`src/rtl/mul_div_unit.sv`:
```
// Iterative RV32M multiply/divide unit: one radix-2 shift-add or restoring
// shift-subtract step per clock, with signs resolved at latch time and fixed up on completion.
module mul_div_unit #(
  parameter int XLEN = 32
) (
  input  logic            clk,
  input  logic            rst_n,
  input  logic            Start,
  input  logic [2:0]      Op,
  input  logic [XLEN-1:0] SrcA,
  input  logic [XLEN-1:0] SrcB,
  output logic            Busy,
  output logic            Done,
  output logic [XLEN-1:0] Result
);

  localparam int CW = $clog2(XLEN);

  localparam logic [1:0] IDLE   = 2'd0;
  localparam logic [1:0] CALC   = 2'd1;
  localparam logic [1:0] FINISH = 2'd2;

  logic [1:0]        state;
  logic [CW-1:0]     count;
  logic [2:0]        op_q;
  logic [XLEN-1:0]   a_mag;
  logic [XLEN-1:0]   b_mag;
  logic [XLEN-1:0]   hi;
  logic [XLEN-1:0]   lo;
  logic              neg_res;
  logic              rem_neg;

  logic              is_div;
  logic              sign_a;
  logic              sign_b;
  logic              a_neg;
  logic              b_neg;
  logic [XLEN-1:0]   a_abs;
  logic [XLEN-1:0]   b_abs;
  logic              b_zero;
  logic              ovf;
  logic              special;
  logic [XLEN-1:0]   special_val;

  logic [XLEN:0]     mul_sum;
  logic [XLEN:0]     div_shift;
  logic              div_ge;
  logic [XLEN-1:0]   div_sub;
  logic [XLEN-1:0]   hi_next;
  logic [XLEN-1:0]   lo_next;
  logic [2*XLEN-1:0] prod;
  logic [2*XLEN-1:0] prod_fix;
  logic [XLEN-1:0]   q_fix;
  logic [XLEN-1:0]   r_fix;
  logic [XLEN-1:0]   final_val;

  // Operand decode: MUL is treated as signed since its low half is sign-agnostic.
  always_comb begin
    is_div  = Op[2];
    sign_a  = !Op[0] || (Op == 3'd1);
    sign_b  = (Op[2] && !Op[0]) || (Op[2:1] == 2'b00);
    a_neg   = sign_a && SrcA[XLEN-1];
    b_neg   = sign_b && SrcB[XLEN-1];
    a_abs   = a_neg ? -SrcA : SrcA;
    b_abs   = b_neg ? -SrcB : SrcB;
    b_zero  = (SrcB == '0);
    ovf     = is_div && !Op[0] && (SrcA == {1'b1, {(XLEN-1){1'b0}}}) && (SrcB == '1);
    special = is_div && (b_zero || ovf);
    if (b_zero) special_val = Op[1] ? SrcA : '1;
    else        special_val = Op[1] ? '0 : SrcA;
  end

  // Shared datapath: hi/lo hold the running product, or remainder/quotient when dividing.
  always_comb begin
    mul_sum   = {1'b0, hi} + (lo[0] ? {1'b0, a_mag} : '0);
    div_shift = {hi, lo[XLEN-1]};
    div_ge    = (div_shift >= {1'b0, b_mag});
    div_sub   = div_shift[XLEN-1:0] - b_mag;
    if (op_q[2]) begin
      hi_next = div_ge ? div_sub : div_shift[XLEN-1:0];
      lo_next = {lo[XLEN-2:0], div_ge};
    end else begin
      hi_next = mul_sum[XLEN:1];
      lo_next = {mul_sum[0], lo[XLEN-1:1]};
    end
    prod     = {hi_next, lo_next};
    prod_fix = neg_res ? -prod : prod;
    q_fix    = neg_res ? -lo_next : lo_next;
    r_fix    = rem_neg ? -hi_next : hi_next;
    case (op_q)
      3'd0:          final_val = prod_fix[XLEN-1:0];
      3'd1, 3'd2,
      3'd3:          final_val = prod_fix[2*XLEN-1:XLEN];
      3'd4, 3'd5:    final_val = q_fix;
      default:       final_val = r_fix;
    endcase
  end

  always_ff @(posedge clk or negedge rst_n) begin
    if (!rst_n) begin
      state   <= IDLE;
      count   <= '0;
      op_q    <= '0;
      a_mag   <= '0;
      b_mag   <= '0;
      hi      <= '0;
      lo      <= '0;
      neg_res <= 1'b0;
      rem_neg <= 1'b0;
      Result  <= '0;
    end else begin
      case (state)
        IDLE: begin
          if (Start) begin
            op_q    <= Op;
            a_mag   <= a_abs;
            b_mag   <= b_abs;
            hi      <= '0;
            lo      <= is_div ? a_abs : b_abs;
            neg_res <= a_neg ^ b_neg;
            rem_neg <= a_neg;
            count   <= '0;
            if (special) begin
              Result <= special_val;
              state  <= FINISH;
            end else begin
              state  <= CALC;
            end
          end
        end
        CALC: begin
          hi    <= hi_next;
          lo    <= lo_next;
          count <= count + 1'b1;
          // The last step writes the sign-corrected result so it is valid throughout FINISH.
          if (count == CW'(XLEN-1)) begin
            Result <= final_val;
            state  <= FINISH;
          end
        end
        FINISH:  state <= IDLE;
        default: state <= IDLE;
      endcase
    end
  end

  assign Busy = (state != IDLE);
  assign Done = (state == FINISH);

endmodule

```
`config.mk`:
```
export PLATFORM = sky130hd
export DESIGN_NAME = mul_div_unit
export DESIGN_NICKNAME = d
export VERILOG_FILES = /design/src/rtl/mul_div_unit.sv
export SDC_FILE = /design/constraint.sdc
export NUM_CORES = 1
export LEC_CHECK = 0
export ABC_CLOCK_PERIOD_IN_PS = 6700
export BUFFER_PORTS_ARGS = -buffer_cell sky130_fd_sc_hd__buf_2
export CORE_MARGIN = 2
export CORE_UTILIZATION = 60
export DETAILED_ROUTE_END_ITERATION = 7
export PLACE_DENSITY_LB_ADDON = 0.1
export REMOVE_ABC_BUFFERS = 1
export SYNTH_ARGS = -nofsm -noshare
export SYNTH_HDL_FRONTEND = slang
export SYNTH_SLANG_ARGS = --single-unit
```
`constraint.sdc`:
```
create_clock -name clk -period 6.7 [get_ports clk]
set_input_delay 0.67 -clock clk [delete_from_list [all_inputs] [get_ports clk]]
set_output_delay 0.67 -clock clk [all_outputs]
set_load 0.03 [all_outputs]
```
; ---- Word-level counts from Yosys, hierarchy flattened
; Cells that the tools add are included.
[op_classes]
n_mux = 28
n_bitwise = 1
n_addsub = 8
n_reduce_logical = 22
n_eq_ne = 14
n_lt_le_gt_ge = 1
[op_table]
columns = operator, n
row1 = two-way mux 32 bit, 17
row2 = one-hot mux 32 bit (2 select lines), 3
row3 = negation 32 bit, 4
row4 = one-hot mux 32 bit (3 select lines), 1
row5 = == test 32 bit (second input constant), 2
row6 = two-way mux 64 bit, 1
row7 = negation 64 bit, 1
row8 = adder 32 x 32 -> 33 bit, 1
row9 = greater-or-equal comparator 33 x 32 -> 1 bit, 1
row10 = zero test 32 bit, 1
row11 = subtractor 32 bit, 1
row12 = one-hot mux 5 bit (2 select lines), 1
row13 = == test 3 x 1 -> 1 bit (second input constant), 2
row14 = == test 3 x 2 -> 1 bit (second input constant), 2
row15 = == test 3 bit (second input constant), 2
row16 = logical AND 1 bit, 6
row17 = two-way mux 2 bit, 3
row18 = inequality test 2 bit (second input constant), 3
row19 = AND reduction 2 bit, 3
row20 = adder 5 x 1 -> 5 bit (second input constant), 1
row21 = == test 5 bit (second input constant), 1
row22 = two-way mux 5 bit, 1
row23 = zero test 2 bit, 2
row24 = one-hot mux 2 bit (2 select lines), 1
row25 = 10 further kinds, 13
[totals]
reg_bits = 172
inputBits = 70
elab_cells = 84
output_inout_bits = 34

; ---- Longest topological paths before layout
[logic_depth]
ltp_word = 9
depth_mapped = 23

; ---- Worst setup path before layout
; No wires, ideal clock.
[synth_path]
path_type = flip-flop to flip-flop
start = reg hi[19]
end = reg Result[14]
arrival_time_ns = 4.696
t_required_ns = 6.574
setup_slack_ns = 1.878
setup_ns = 0.126
period_less_slack_ns = 4.822
stages_incl_launch_ff = 21
cell_sequence = dfrtp_1 -> ha_1 -> a21oi_1 -> o21ai_0 -> a21oi_1 -> o2111a_1 -> buf_6 -> a21oi_1 -> a21oi_1 -> ha_1 -> o21a_1 -> nand4_1 -> or4_1 -> clkbuf_1 -> or2_2 -> nor4_1 -> nand4_1 -> and2_1 -> xor2_1 -> o221ai_1 -> a221o_1
[synth_via]
elab_chain_cells = 8
[synth_rtl]
columns = item, line_no
row1 = from (decl), 28  ; logic [XLEN-1:0] hi;
row2 = from (signal assigned), 132  ; hi <= hi_next;
row3 = greater-or-equal comparator 33 x 32 -> 1 bit *, 77  ; div_ge = (div_shift >= {1'b0, b_mag});
row4 = two-way mux 32 bit, 80  ; hi_next = div_ge ? div_sub : div_shift[XLEN-1:0];
row5 = two-way mux 32 bit, 79  ; if (op_q[2]) begin
row6 = negation 64 bit or negation 32 bit (tied branches), "87, 89"
row7 = two-way mux 64 bit or two-way mux 32 bit (tied branches), "87, 89"
row8 = one-hot mux 32 bit (3 select lines) *, 90  ; case (op_q)
row9 = two-way mux 32 bit *, 136  ; if (count == CW'(XLEN-1)) begin
row10 = one-hot mux 32 bit (2 select lines) *, 112  ; case (state)
row11 = to (signal assigned), 124  ; Result <= special_val;
row12 = to (signal assigned), 137  ; Result <= final_val;
row13 = to (decl), 14  ; output logic [XLEN-1:0] Result
; Every way passes the cells marked *; elsewhere a longest branch is shown, timed or not. The select of a mux whose other input is x is not followed.
; A chain may end at the register's enable or synchronous reset.

; ---- Final worst setup path
[layout_path]
start = reg hi[29]
end = reg Result[26]
; Same word-level chain as after synthesis.

==> results.tsv <==
stage	metric	value	unit
cts	cts_max_level	4	
status	violations	DRC	
critical_path	cp-end-kind	flop	
floorplan	io_pins	104	
critical_path	critical_path.max_fanout	10	
detailed_routing	top_layer	met4	
detailed_routing	wl_met3	8368	um
synth	synth_edf_count	0	
timing	whs	0.2912	ns
grt	grt_max_degree	96	
synth	ys_ff_latch	172	
synth	async_reset_ff_frac	1.000	
timing	rsz0062_at_grt	no	
timing	timing.fmax	161.6	MHz
critical_path	cp-endpoint	Result[26]	
timing	clock_skew	0.01755	ns
finish	drive_gt1_frac	0.1054	
synth	synth_top_area_share	0.2547	
cts	clk_path_buf_depth	2	
synth	ys_seq_area_frac	0.2547	
grt	antenna_found_initial	3	
timing	period_minus_slack	6.188	ns
timing	slew_headroom	0.2430	
critical_path	critPathKind	reg2reg	
synth	synth_top_area_cell	dfrtp_1	
critical_path	crit_start	hi[29]	
synth	netlist_instances	2234	
synth	syn-cell-area	16900	sq um
synth	yosys.cell_types.count	90	
cts	cts_resized	0	
timing	finalHoldViolations	0	
critical_path	critPathRequiredTime	7.04	ns
synth	synth_area_leaders	dfrtp_1 25%, o21ai_0 7.4%, nand2_1 6.7%	
cts	clock_latency	0.48	ns
detailed_routing	first_pass_iters	8	
detailed_routing	drt_iter0_drc	2929	
detailed_routing	drtAntennaViolNets	0	
timing	setup_viol	0	
detailed_routing	remaining_drc_errors	6	
placed_design	dp_hpwl	51160	um
finish	nFillCells	2471	
finish	fin_nets	2407	
cts	cts_tree	yes	
placed_design	pre_cts_ws	0.8146	ns
placed_design	gp_congestion	1.036	
synth	yosys_warnings	0	
cts	cts_inserted_buffers	17	
synth	synth-main-ff-cell	dfrtp_1	
critical_path	r2r-end	Result[26]	
detailed_routing	dr_total_vias	18730	
worst_hold_path	hold_path.class	in2async	
synth	syn_area_per_cell	7.565	sq um
critical_path	startpoint_type	flop	
floorplan	start_util	0.6084	
floorplan	rows	61	
cts	clock_sinks	172	
placed_design	io_buffers	103	
grt	grt_pass1_vias	17560	
timing	finalCritPeriodShare	0.9236	
detailed_routing	met2WireLength	28740	um
detailed_routing	vias_per_cell	7.050	
cts	clk_pin_slew	0.08	ns
detailed_routing	route.layer.met1.wl	26170	um
detailed_routing	finalWirelength	68060	um
cts	cts_hold_buf	0	
timing	setup_slack	0.5117	ns
floorplan	die_x	171.8	um
timing	tns	0	ns
critical_path	r2r.worst_path.cells	19	
critical_path	r2r-start	hi[29]	
grt	grt_usage	0.4629	
floorplan	core	27780	sq um
cts	cts_root_buf	clkbuf_16	
grt	overflow	0	
finish	area_delta_synth_final	8.366	%
status	status	finished, violations left	
cts	cts_setup_buffers	0	
critical_path	rrSetupSlack	0.51	ns
detailed_routing	avgRoutedWirePerCell	25.62	um
timing	worstMarginPinSlew	1.136	ns
timing	drv_slew	0	
floorplan	dieHeight	171.8	um
critical_path	cp.arrival	6.53	ns
grt	grt_pass1_wl	102400	um
floorplan	die-area	29530	sq um
job	timing.max_cap.violations	0	
sequential cells by signal, summed over array words and instances, names as in the netlist:
name     count
Result      32
a_mag       32
b_mag       32
hi          32
lo          32
count        5
op_q         3
state        2
neg_res      1
rem_neg      1
kinds of logic (layout without fill, tap and decap cells):
family                     Yosys count  after routing  share of synthesized area
adders and majority gates           73             73                    0.05493
xor gates and xnor gates           184            184                    0.09535
buffers and inverters              207            250                    0.04805
and+or+nand+nor                    796            796                     0.2279
muxes                               70             70                    0.04286
other                                0              2                          0
AOI/OAI and AO/OA                  732            732                     0.2763
DFF                                172            172                     0.2547
Yosys cell counts, types with 20 or more instances:
master / number
a21oi_1: 165
inv_1: 67
mux2i_1: 51
a21o_1: 20
o21ai_0: 251
xnor2_1: 90
nor3_1: 56
a31oi_1: 20
nor2_1: 140
or3_1: 28
nand2b_1: 24
dfrtp_1: 172
nand3_1: 42
ha_1: 71
o31ai_1: 34
a211oi_1: 31
and2_1: 45
clkbuf_1: 113
nand2_1: 302
nand4_1: 35
nor2b_1: 34
xor2_1: 94
worst max-delay path: stages (launching register included):
cell	delay, ns
dfrtp_1	0.42
ha_1	0.37
a21o_1	0.21
a211oi_1	0.47
o41a_1	0.28
o2111a_1	0.50
a21oi_1	0.23
a21oi_1	0.30
ha_1	0.29
o21a_1	0.17
nand4_1	0.09
buf_4	0.20
or4_1	0.74
or2_2	0.39
nor4_1	0.18
nand4_1	0.29
o31ai_1	0.37
xnor2_1	0.10
a221oi_1	0.31
o21ai_0	0.15
worst min-delay path by stage:
stage                     slack, ns   endpoint
after floorplan                0.37  Result[0]
after global placement         0.45  a_mag[14]
after detailed placement       0.46  a_mag[24]
after CTS                      0.34   count[0]
after global routing           0.39   count[3]
final                          0.29   count[0]
cell type report:
class                      count  area (sq um)  share of cell area
tap                          378         473.0             0.02582
multi-input combinational   1855         11820              0.6455
inverter                      68         255.2             0.01394
antenna                        2         5.005           0.0002733
clock inverter                14         146.4            0.007993
sequential                   172          4309              0.2353
clock buffer                  18         429.2             0.02343
timing repair buffer         150         874.6             0.04775
per-layer routing:
layer	GRT usage	vias up
li1	-	8227
met1	0.6058	8779
met2	0.6930	1385
met3	0.1146	341
met4	0.2722	0
met5	0	-
stage by stage:
step	util	instance area, sq um	cells
6_report	0.6593	18320	2657
5_1_grt	0.6592	18310	2656
4_1_cts	0.6591	18310	2655
3_5_place_dp	0.6384	17730	2623
3_3_place_gp	0.6384	17730	2623
2_1_floorplan	-	16340	2095
cell usage in the layout, fill, tap and decap left out, drive strengths merged, types with 9 or more instances in the layout:
| cell | n |
|---|---|
| a2111oi | 9 |
| a211oi | 33 |
| a21o | 20 |
| a21oi | 165 |
| a221oi | 13 |
| a22o | 18 |
| a22oi | 12 |
| a31oi | 20 |
| and2 | 45 |
| and3 | 17 |
| buf | 150 |
| clkbuf | 18 |
| dfrtp | 172 |
| ha | 71 |
| inv | 75 |
| mux2 | 19 |
| mux2i | 51 |
| nand2 | 303 |
| nand2b | 24 |
| nand3 | 42 |
| nand4 | 35 |
| nor2 | 141 |
| nor2b | 34 |
| nor3 | 57 |
| nor4 | 19 |
| o211ai | 15 |
| o21a | 12 |
| o21ai | 257 |
| o221ai | 15 |
| o22ai | 14 |
| o31ai | 34 |
| o41ai | 19 |
| or2 | 9 |
| or3 | 28 |
| or4 | 10 |
| xnor2 | 90 |
| xor2 | 94 |
Power is not shown: default switching activity piles up to over one toggle a cycle in this logic, so the estimate is an artifact.
